File: src/rtl/bcd3_signed_addsub_seq_pkg.sv
// Shared constants and helpers for the sequential 3-digit signed BCD adder/subtractor.
package bcd3_signed_addsub_seq_pkg;

  localparam int         NDIG     = 3;
  localparam logic [3:0] BCD_NINE = 4'd9;

  localparam logic [3:0] S_IDLE  = 4'd0;
  localparam logic [3:0] S_ADD0  = 4'd1;
  localparam logic [3:0] S_ADD1  = 4'd2;
  localparam logic [3:0] S_ADD2  = 4'd3;
  localparam logic [3:0] S_CHK   = 4'd4;
  localparam logic [3:0] S_COMP0 = 4'd5;
  localparam logic [3:0] S_COMP1 = 4'd6;
  localparam logic [3:0] S_COMP2 = 4'd7;
  localparam logic [3:0] S_DONE  = 4'd8;

  function automatic logic [3:0] digit_of(input logic [11:0] v, input logic [1:0] k);
    case (k)
      2'd0:    digit_of = v[3:0];
      2'd1:    digit_of = v[7:4];
      default: digit_of = v[11:8];
    endcase
  endfunction

  function automatic logic has_bad_digit(input logic [11:0] v);
    has_bad_digit = 1'b0;
    for (int k = 0; k < NDIG; k++) begin
      if (v[4*k +: 4] > BCD_NINE) has_bad_digit = 1'b1;
    end
  endfunction

endpackage

File: src/rtl/bcd3_signed_addsub_seq_bcd_digit_adder.sv
// Combinational single-digit BCD adder with decimal (+6) correction.
module bcd_digit_adder (
  input  logic [3:0] a,
  input  logic [3:0] b,
  input  logic       cin,
  output logic [3:0] sum,
  output logic       cout
);

  logic [4:0] bin;
  logic [3:0] adj;

  assign bin  = {1'b0, a} + {1'b0, b} + {4'b0000, cin};
  assign cout = bin[4] | (bin[3:0] > 4'd9);
  assign adj  = bin[3:0] + 4'd6;
  assign sum  = cout ? adj : bin[3:0];

endmodule

File: src/rtl/bcd3_signed_addsub_seq.sv
// Sequential signed-magnitude 3-digit BCD add/subtract: one digit per cycle through a
// shared digit adder, with a 10's-complement pass when a subtraction goes negative.
module bcd3_signed_addsub_seq
  import bcd3_signed_addsub_seq_pkg::*;
(
  input  logic        clk,
  input  logic        rst,
  input  logic        start,
  input  logic        op,
  input  logic        sign_a,
  input  logic        sign_b,
  input  logic [11:0] a_bcd,
  input  logic [11:0] b_bcd,
  output logic        busy,
  output logic        done,
  output logic [11:0] r_bcd,
  output logic        sign_r,
  output logic        ovf,
  output logic        invalid
);

  logic [3:0]  state;
  logic [11:0] a_reg, b_reg, part, part_nxt;
  logic        sign_a_reg, eff_sub, carry, bad_in;
  logic [1:0]  dig;
  logic        in_add, in_comp;
  logic [3:0]  add_a, add_b, add_sum, b_dig;
  logic        add_cin, add_cout;

  bcd_digit_adder u_digit (
    .a    (add_a),
    .b    (add_b),
    .cin  (add_cin),
    .sum  (add_sum),
    .cout (add_cout)
  );

  // Select which digit the shared adder works on and what it is fed.
  always_comb begin
    dig     = 2'd0;
    in_add  = 1'b0;
    in_comp = 1'b0;
    case (state)
      S_ADD0:  begin dig = 2'd0; in_add  = 1'b1; end
      S_ADD1:  begin dig = 2'd1; in_add  = 1'b1; end
      S_ADD2:  begin dig = 2'd2; in_add  = 1'b1; end
      S_COMP0: begin dig = 2'd0; in_comp = 1'b1; end
      S_COMP1: begin dig = 2'd1; in_comp = 1'b1; end
      S_COMP2: begin dig = 2'd2; in_comp = 1'b1; end
      default: ;
    endcase
    b_dig   = digit_of(b_reg, dig);
    add_a   = 4'd0;
    add_b   = 4'd0;
    add_cin = 1'b0;
    if (in_add) begin
      add_a   = digit_of(a_reg, dig);
      add_b   = eff_sub ? (BCD_NINE - b_dig) : b_dig;
      add_cin = (dig == 2'd0) ? eff_sub : carry;
    end else if (in_comp) begin
      add_a   = BCD_NINE - digit_of(part, dig);
      add_cin = (dig == 2'd0) ? 1'b1 : carry;
    end
    part_nxt = part;
    case (dig)
      2'd0:    part_nxt[3:0]  = add_sum;
      2'd1:    part_nxt[7:4]  = add_sum;
      default: part_nxt[11:8] = add_sum;
    endcase
  end

  always_ff @(posedge clk or posedge rst) begin
    if (rst) begin
      state      <= S_IDLE;
      a_reg      <= '0;
      b_reg      <= '0;
      part       <= '0;
      sign_a_reg <= 1'b0;
      eff_sub    <= 1'b0;
      carry      <= 1'b0;
      bad_in     <= 1'b0;
      r_bcd      <= '0;
      sign_r     <= 1'b0;
      ovf        <= 1'b0;
      invalid    <= 1'b0;
    end else begin
      case (state)
        S_IDLE: begin
          if (start) begin
            a_reg      <= a_bcd;
            b_reg      <= b_bcd;
            sign_a_reg <= sign_a;
            eff_sub    <= op ^ sign_a ^ sign_b;
            bad_in     <= has_bad_digit(a_bcd) | has_bad_digit(b_bcd);
            carry      <= 1'b0;
            part       <= '0;
            state      <= S_ADD0;
          end
        end
        S_ADD0, S_ADD1, S_ADD2, S_COMP0, S_COMP1: begin
          part  <= part_nxt;
          carry <= add_cout;
          state <= state + 4'd1;
        end
        S_CHK: begin
          // A subtraction without end-around carry means |B| > |A|: recomplement.
          if (eff_sub && !carry) begin
            state <= S_COMP0;
          end else begin
            r_bcd   <= part;
            ovf     <= carry & ~eff_sub;
            sign_r  <= sign_a_reg & (part != 12'd0);
            invalid <= bad_in;
            state   <= S_DONE;
          end
        end
        S_COMP2: begin
          part    <= part_nxt;
          carry   <= add_cout;
          r_bcd   <= part_nxt;
          ovf     <= 1'b0;
          sign_r  <= ~sign_a_reg & (part_nxt != 12'd0);
          invalid <= bad_in;
          state   <= S_DONE;
        end
        default: state <= S_IDLE;
      endcase
    end
  end

  assign busy = (state != S_IDLE) && (state != S_DONE);
  assign done = (state == S_DONE);

endmodule

File: config.mk
export PLATFORM = sky130hd
export DESIGN_NAME = bcd3_signed_addsub_seq
export DESIGN_NICKNAME = d
export VERILOG_FILES = /design/src/rtl/bcd3_signed_addsub_seq_pkg.sv /design/src/rtl/bcd3_signed_addsub_seq_bcd_digit_adder.sv /design/src/rtl/bcd3_signed_addsub_seq.sv
export SDC_FILE = /design/constraint.sdc
export NUM_CORES = 1
export LEC_CHECK = 0
export CAP_MARGIN = 25
export CORE_UTILIZATION = 54
export DETAILED_ROUTE_END_ITERATION = 7
export GPL_TIMING_DRIVEN = 1
export PLACE_DENSITY = 0.85
export SYNTH_ARGS = -nofsm -noshare
export SYNTH_HDL_FRONTEND = slang
export SYNTH_SLANG_ARGS = --single-unit
File: constraint.sdc
create_clock -name clk -period 5.55 [get_ports clk]
set_input_delay 1.11 -clock clk [delete_from_list [all_inputs] [get_ports clk]]
set_output_delay 1.11 -clock clk [all_outputs]
set_load 0.03 [all_outputs]
Word-level counts from Yosys, hierarchy flattened --
Cells that the tools add are included. W data, S select, Z words.
Cells by class: $add $sub $neg 6, $mul 0, divide/modulo/power cells 0, magnitude comparators 7, equal/unequal tests 12, shifts and indexed selects 0, mux-type cells 45, bitwise operators 9, reductions and logical operators 20
Operator list (count):
- $mux W4 | 12
- $pmux W12 S2 | 2
- $gt A4 B4 Y1 const B | 7
- $mux W12 | 2
- $pmux W4 S2 | 3
- $reduce_bool A12 Y1 | 2
- $mux W1 | 20
- $eq A4 B3 Y1 const B | 4
- $pmux W4 S4 | 1
- $eq A4 B2 Y1 const B | 2
- $pmux W1 S2 | 4
- $sub A4 B4 Y4 const A | 2
- $reduce_and A2 Y1 | 3
- $reduce_or A2 Y1 | 3
- $reduce_or A3 Y1 | 2
- $reduce_or A6 Y1 | 1
- $add A4 B4 Y5 | 1
- $add A5 B1 Y5 | 1
- $reduce_or A5 Y1 | 1
- $add A4 B1 Y4 const B | 1
- $add A4 B3 Y4 const B | 1
- $eq A4 B1 Y1 const B | 1
- $eq A4 B4 Y1 const B | 1
- $logic_not A4 Y1 | 1
- other kinds (13) | 21
Storage, ports and cells: register bits 59, latch bits 0, memory bits (writable) 0, bits in read-only memories 0, bits of input ports 30, output and inout port bits 17, memories kept 0

Logic depth before layout (Yosys ltp) --
depth after elaboration 19, mapped depth 18, gate-level depth less buffers 16

Cells and area by module --
Synthesis repeated with hierarchy kept, for this count alone.
Second synthesis, totals: cells, all modules 360, area total of the unflattened synthesis 3265.6 µm²
By module, submodules not included:
- bcd3_signed_addsub_seq | times used 1, cells an instance 335, area each 3055.4 µm², sequential area each 1476.4 µm²
- bcd_digit_adder | times used 1, cells an instance 25, area each 210.2 µm², sequential area each 0.0 µm²

Least setup slack after synthesis --
No wires, ideal clock.
kind reg-to-reg, start point register state[0], end point register part[3], setup time 0.122 ns, data arrival time 3.785 ns, setup slack 1.643 ns, stages on the path, launching flop included 15, path buffers 3, period minus slack after synthesis 3.907 ns, path through dfrtp_1 -> ha_1 -> clkbuf_1 -> o21bai_1 -> clkbuf_1 -> a21oi_1 -> ha_1 -> xor2_1 -> a211oi_1 -> ha_1 -> clkbuf_1 -> or3_4 -> and3_2 -> or2_2 -> a32o_1
On the way: longest elaborated chain between the ends 17
RTL lines:
- from (decl) | line bcd3_signed_addsub_seq.sv:22 | logic [3:0] state;
- from (signal assigned) | line bcd3_signed_addsub_seq.sv:103 | state <= state + 4'd1;
- $eq A4 B3 Y1 or $eq A4 B2 Y1 (tied branches) | line bcd3_signed_addsub_seq.sv:43, bcd3_signed_addsub_seq.sv:87
- $reduce_or A2 Y1 (no source line)
- $pmux W2 S2 | line bcd3_signed_addsub_seq.sv:43 | case (state)
- $eq A2 B1 Y1 or $logic_not A2 Y1 (tied branches) | line bcd3_signed_addsub_seq_pkg.sv:18, bcd3_signed_addsub_seq.sv:59, bcd3_signed_addsub_seq.sv:62
- $pmux W4 S2 | line bcd3_signed_addsub_seq_pkg.sv:18 | case (k)
- $mux W4 | line bcd3_signed_addsub_seq.sv:60 | end else if (in_comp) begin
- $mux W4 | line bcd3_signed_addsub_seq.sv:56 | if (in_add) begin
- $sub A4 B4 Y4 | line bcd3_signed_addsub_seq.sv:61 | add_a = BCD_NINE - digit_of(part, dig);
- $mux W4 | line bcd3_signed_addsub_seq.sv:60
- $mux W4 | line bcd3_signed_addsub_seq.sv:56
- $add A4 B4 Y5 | line bcd3_signed_addsub_seq_bcd_digit_adder.sv:13 | assign bin = {1'b0, a} + {1'b0, b} + {4'b0000, cin};
- $add A5 B1 Y5 | line bcd3_signed_addsub_seq_bcd_digit_adder.sv:13
- $gt A4 B4 Y1 | line bcd3_signed_addsub_seq_bcd_digit_adder.sv:14 | assign cout = bin[4] | (bin[3:0] > 4'd9);
- $or A1 B1 Y1 | line bcd3_signed_addsub_seq_bcd_digit_adder.sv:14
- $mux W4 | line bcd3_signed_addsub_seq_bcd_digit_adder.sv:16 | assign sum = cout ? adj : bin[3:0];
- $mux W4 | line bcd3_signed_addsub_seq.sv:65 | case (dig)
- $pmux W12 S2 | line bcd3_signed_addsub_seq.sv:87 | case (state)
- to (signal assigned) | line bcd3_signed_addsub_seq.sv:101 | part <= part_nxt;
- to (signal assigned) | line bcd3_signed_addsub_seq.sv:118 | part <= part_nxt;
- to (decl) | line bcd3_signed_addsub_seq.sv:23 | logic [11:0] a_reg, b_reg, part, part_nxt;
Several ways; a longest one is shown, not always the timed one. The select of a mux whose other input is x is not followed. A chain may end at the register's enable or synchronous reset.

Worst setup path after layout --
start point register state[0], end point register part[7]
On the way: longest elaborated chain between the ends 17
RTL lines (line):
- $eq A4 B3 Y1 or $eq A4 B2 Y1 (tied branches) | bcd3_signed_addsub_seq.sv:43, bcd3_signed_addsub_seq.sv:87
- $reduce_or A2 Y1 (no source line)
- $pmux W2 S2 | bcd3_signed_addsub_seq.sv:43
- $eq A2 B1 Y1 or $logic_not A2 Y1 (tied branches)
- $pmux W4 S2 | bcd3_signed_addsub_seq_pkg.sv:18
- $mux W4 | bcd3_signed_addsub_seq.sv:60
- $mux W4 | bcd3_signed_addsub_seq.sv:56
- $sub A4 B4 Y4 | bcd3_signed_addsub_seq.sv:61
- $mux W4 | bcd3_signed_addsub_seq.sv:60
- $mux W4 | bcd3_signed_addsub_seq.sv:56
- $add A4 B4 Y5 | bcd3_signed_addsub_seq_bcd_digit_adder.sv:13
- $add A5 B1 Y5 | bcd3_signed_addsub_seq_bcd_digit_adder.sv:13
- $gt A4 B4 Y1 | bcd3_signed_addsub_seq_bcd_digit_adder.sv:14
- $or A1 B1 Y1 | bcd3_signed_addsub_seq_bcd_digit_adder.sv:14
- $mux W4 | bcd3_signed_addsub_seq_bcd_digit_adder.sv:16
- $mux W4 | bcd3_signed_addsub_seq.sv:65
- $pmux W12 S2 | bcd3_signed_addsub_seq.sv:87
Several ways; a longest one is shown, not always the timed one. The select of a mux whose other input is x is not followed.

==> results.txt <==
----------------------------------------------------
[Outcome]
  Status ... completed

[Cells and area]
  N_diodes ... 0
  Most common library cell in the layout ignoring fill and taps ... sky130_fd_sc_hd__nand2_1
  Number of nets in the layout ... 480
  Commonest cells after routing, fill and taps aside ... sky130_fd_sc_hd__nand2_1 (123), sky130_fd_sc_hd__dfrtp_1 (59), sky130_fd_sc_hd__clkdlybuf4s50_1 (46)
  Fraction of layout cells with a size suffix above 1 ... under 10%
  Post-layout instance count excluding filler cells ... 518
  Area added between synthesis and finish ... 22.7%
  FILL cells ... 476

[Timing]
  Setup clock skew after layout ... 0.0123 ns
  Hold violation count in the final report ... 0
  Final total negative setup slack ... 0 ns
  Tmin final ... about 4.4 ns
  Highest attainable clock frequency ... about 230 MHz
  Number of max-slew violations in the final report ... 0
  Worst slew margin relative to its limit ... a little over a third
  Part of the cycle the worst path needs ... between 70 and 80%
  Final setup violation count ... 0
  RSZ-0062 raised after global routing ... false
  Slew of the pin with the lowest slew margin ... about 0.96 ns

[Floorplan]
  Top-level I/O count ... 47
  Area of the die ... approximately 6500 um2
  Initial core utilization ... 56.1%
  Die height ... 80.4 um
  Row cnt ... 28
  Die X ... between 80 and 90 um
  Area inside the core boundary ... about 5900 um2

[Placed design]
  Placer congestion estimate ... 0.938
  Placed cell count ... approximately 500
  HPWL after DPL ... between 5 and 6 mm
  Port buffer count ... 46

[Synth]
  Post-synth EDFFs ... 0
  Cell type with the largest total area after synthesis ... sky130_fd_sc_hd__dfrtp_1
  Number of warnings printed during yosys synthesis ... 0
  Leading cell types by total area after synthesis ... sky130_fd_sc_hd__dfrtp_1 (44%), sky130_fd_sc_hd__nand2_1 (14%), sky130_fd_sc_hd__o21ai_0 (4.5%)
  Seq cells post-synth ... 59
  Top flip-flop cell by instance count after synthesis ... sky130_fd_sc_hd__dfrtp_1
  Post-synthesis cell count ... 394
  Total standard cell area after synthesis ... ~3300 um2
  Total nets after synthesis ... 435
  Post-synth top area share ... between 40% and 50%
  Portion of the post-synthesis area used by sequential elements ... 44.4%
  Synthesized area divided by synthesized cell count ... 8.43 um2
  Cell variety after synth ... 57
  Asr flop ratio synth ... 100%

[Setup path]
  Top Family by Delay on Critical Path ... compound AO/OA/AOI/OAI gates
  Worst path cell trace ... inv_1 -> ha_1 -> nor3b_1 -> nand2_1 -> nand3_1 -> o21ai_0 -> a221o_1 -> fa_1 -> fa_1 -> a21o_1 -> a21oi_1 -> a211oi_1 -> or2_2 -> a32o_1
  Worst path arrival time ... about 4.7 ns
  Worst setup path category ... register to register
  Logic depth of the worst path, buffers included ... 14
  R2R depth ... 14
  Stage delay of the slowest cell on the critical path ... 0.59 ns
  Buffering stage count on the worst path with inverters included ... 1
  Slowest cell on the critical path ... sky130_fd_sc_hd__nor3b_1
  Crit path top cell by count ... sky130_fd_sc_hd__fa_1
  CP Capture Type ... register
  Worst Path Required ... about 5.8 ns
  Startpoint kind of the worst setup timing path ... register
  Worst-case register-to-register setup slack ... 1.12 ns
  Maximum net fanout on the critical path ... 7

[Drt]
  Per-cell routed wire length ... 16.1 um
  DRC viols ... 0
  Number of nets with antenna violations after routing ... 0
  Mean number of vias per cell ... between 5 and 6
  Total routed wirelength ... 8.34 mm
  1st-iter DRT viols ... 262
  Number of iterations in the first detailed-routing pass ... 5
  Via count of the routed design ... around 3000

[Min path]
  Min-Delay Path Class ... register to register
  Number of cells traversed by the worst hold path ... 2

[Run]
  Number of violations of the max-capacitance limit ... 0

[Clocking]
  CTS HTree Levels ... 3
  Buffer depth of the longest clock path ... 2
  Clock Latency Late Sink ... around 0.35 ns
  Clock input transition at the sequential cells of the worst setup and hold paths ... around 0.07 ns
  Cts repair resizes ... 0
  Number of CTS-inserted buffers ... 9
  Hold-fix buffer count after cts ... 0
  TritonCTS Sinks ... between 50 and 60
  Number of buffers added for setup after CTS ... 0
  Clock Tree Root ... sky130_fd_sc_hd__clkbuf_8
  CTS tree ... done

[Pwr]
  Ratio of total power to cell area ... ~650 nW/um2
  Leakage power ... 1.91 nW
  Worst ir drop on vdd ... between 200 and 300 uV

[GRT]
  Pin count of the biggest net entering global routing ... 60
  Global-route wire length before repair ... about 14 mm
  Global Route Usage Sum ... 28.6%
  Number of antenna violations at the first check in global routing ... 0
  Via count of the first global-routing pass ... roughly 2900
  Overflow after GRT ... 0

----------------------------------------------------
==> cell families after synthesis <==
kind of cell / after synthesis / synth area share [%]
multiplexers: 3 / 1.05
adder cells (fa/ha/maj): 11 / 4.60
flip-flops: 59 / 44.4
AO/OA/AOI/OAI: 94 / 19.1
XOR/XNOR: 6 / 1.58
buffers and inverters: 28 / 3.69
AND/OR/NAND/NOR: 193 / 25.6
==> routing by layer <==
| layer | GRT usage [%] | up-vias | share of wire, % |
|---|---|---|---|
| met4 | 9.64 | 0 | 1.7 |
| met3 | 6.14 | 16 | 6.2 |
| met1 | 37.1 | 1459 | 44 |
| li1 | - | 1452 | - |
| met5 | 0 | - | 0 |
| met2 | 47.0 | 133 | 48 |
==> metrics by stage <==
stage | hold WS [ns] | power (mW) | worst slack, ns | utilization [%] | area (um2)
after global placement | 0.457 | 2.08 | 1.23 | 64.5 | 3820
after detailed placement | 0.465 | 2.13 | 1.09 | 64.5 | 3820
after global routing | 0.503 | 2.85 | 0.930 | 68.9 | 4080
after floorplan | 0.439 | 1.75 | 1.64 | - | 3320
final | 0.480 | 2.66 | 1.12 | 68.9 | 4080
after CTS | 0.482 | 2.64 | 1.02 | 68.7 | 4070
==> path summary, 6_finish.rpt <==
| path | start | end |
|---|---|---|
| setup / recovery | state[0] | part[7] |
| hold / removal | r_bcd[5] | r_bcd[5] |
| setup reg to reg | state[0] | part[7] |
| hold reg to reg | r_bcd[5] | r_bcd[5] |
| max in group asynchronous | rst | bad_in |
| min in group asynchronous | rst | part[6] |
==> power by group <==
part / switching [mW] / leakage, nW / internal, mW
Combinational: 0.863 / 1.02 / 0.575
Sequential: 0.135 / 0.767 / 0.591
Clock: 0.179 / 0.122 / 0.320
Total: 1.18 / 1.91 / 1.49
==> synthesized netlist by cell type (3+ instances only) <==
library cell	instances
sky130_fd_sc_hd__nor2_1	30
sky130_fd_sc_hd__inv_1	12
sky130_fd_sc_hd__ha_1	9
sky130_fd_sc_hd__nand2_1	123
sky130_fd_sc_hd__a32o_1	6
sky130_fd_sc_hd__nand3_1	4
sky130_fd_sc_hd__a22oi_1	7
sky130_fd_sc_hd__nand2b_1	7
sky130_fd_sc_hd__xnor2_1	3
sky130_fd_sc_hd__xor2_1	3
sky130_fd_sc_hd__nor3b_1	3
sky130_fd_sc_hd__o21ai_0	30
sky130_fd_sc_hd__clkbuf_1	12
sky130_fd_sc_hd__nor3_1	3
sky130_fd_sc_hd__a21o_1	3
sky130_fd_sc_hd__o2bb2ai_1	6
sky130_fd_sc_hd__a211oi_1	6
sky130_fd_sc_hd__dfrtp_1	59
sky130_fd_sc_hd__a21oi_1	15
==> tightest hold or removal path, delay by kind of cell (launching register included) <==
kind / cells / cell delay, ns
flip-flops: 1 / 0.34
AND/OR/NAND/NOR: 2 / 0.11
==> cell type report <==
type | instances | area (um2) | share of cell area, %
inverters | 12 | 45.0 | 1.10
flip-flops and latches | 59 | 1480 | 36.2
multi-input cells | 307 | 1720 | 42.3
repair buffers | 50 | 490 | 12.0
clock inverters | 4 | 97.6 | 2.39
well taps | 75 | 93.8 | 2.30
clock buffers | 11 | 151 | 3.71
No activity file was read; power rests on OpenSTA's default activity.
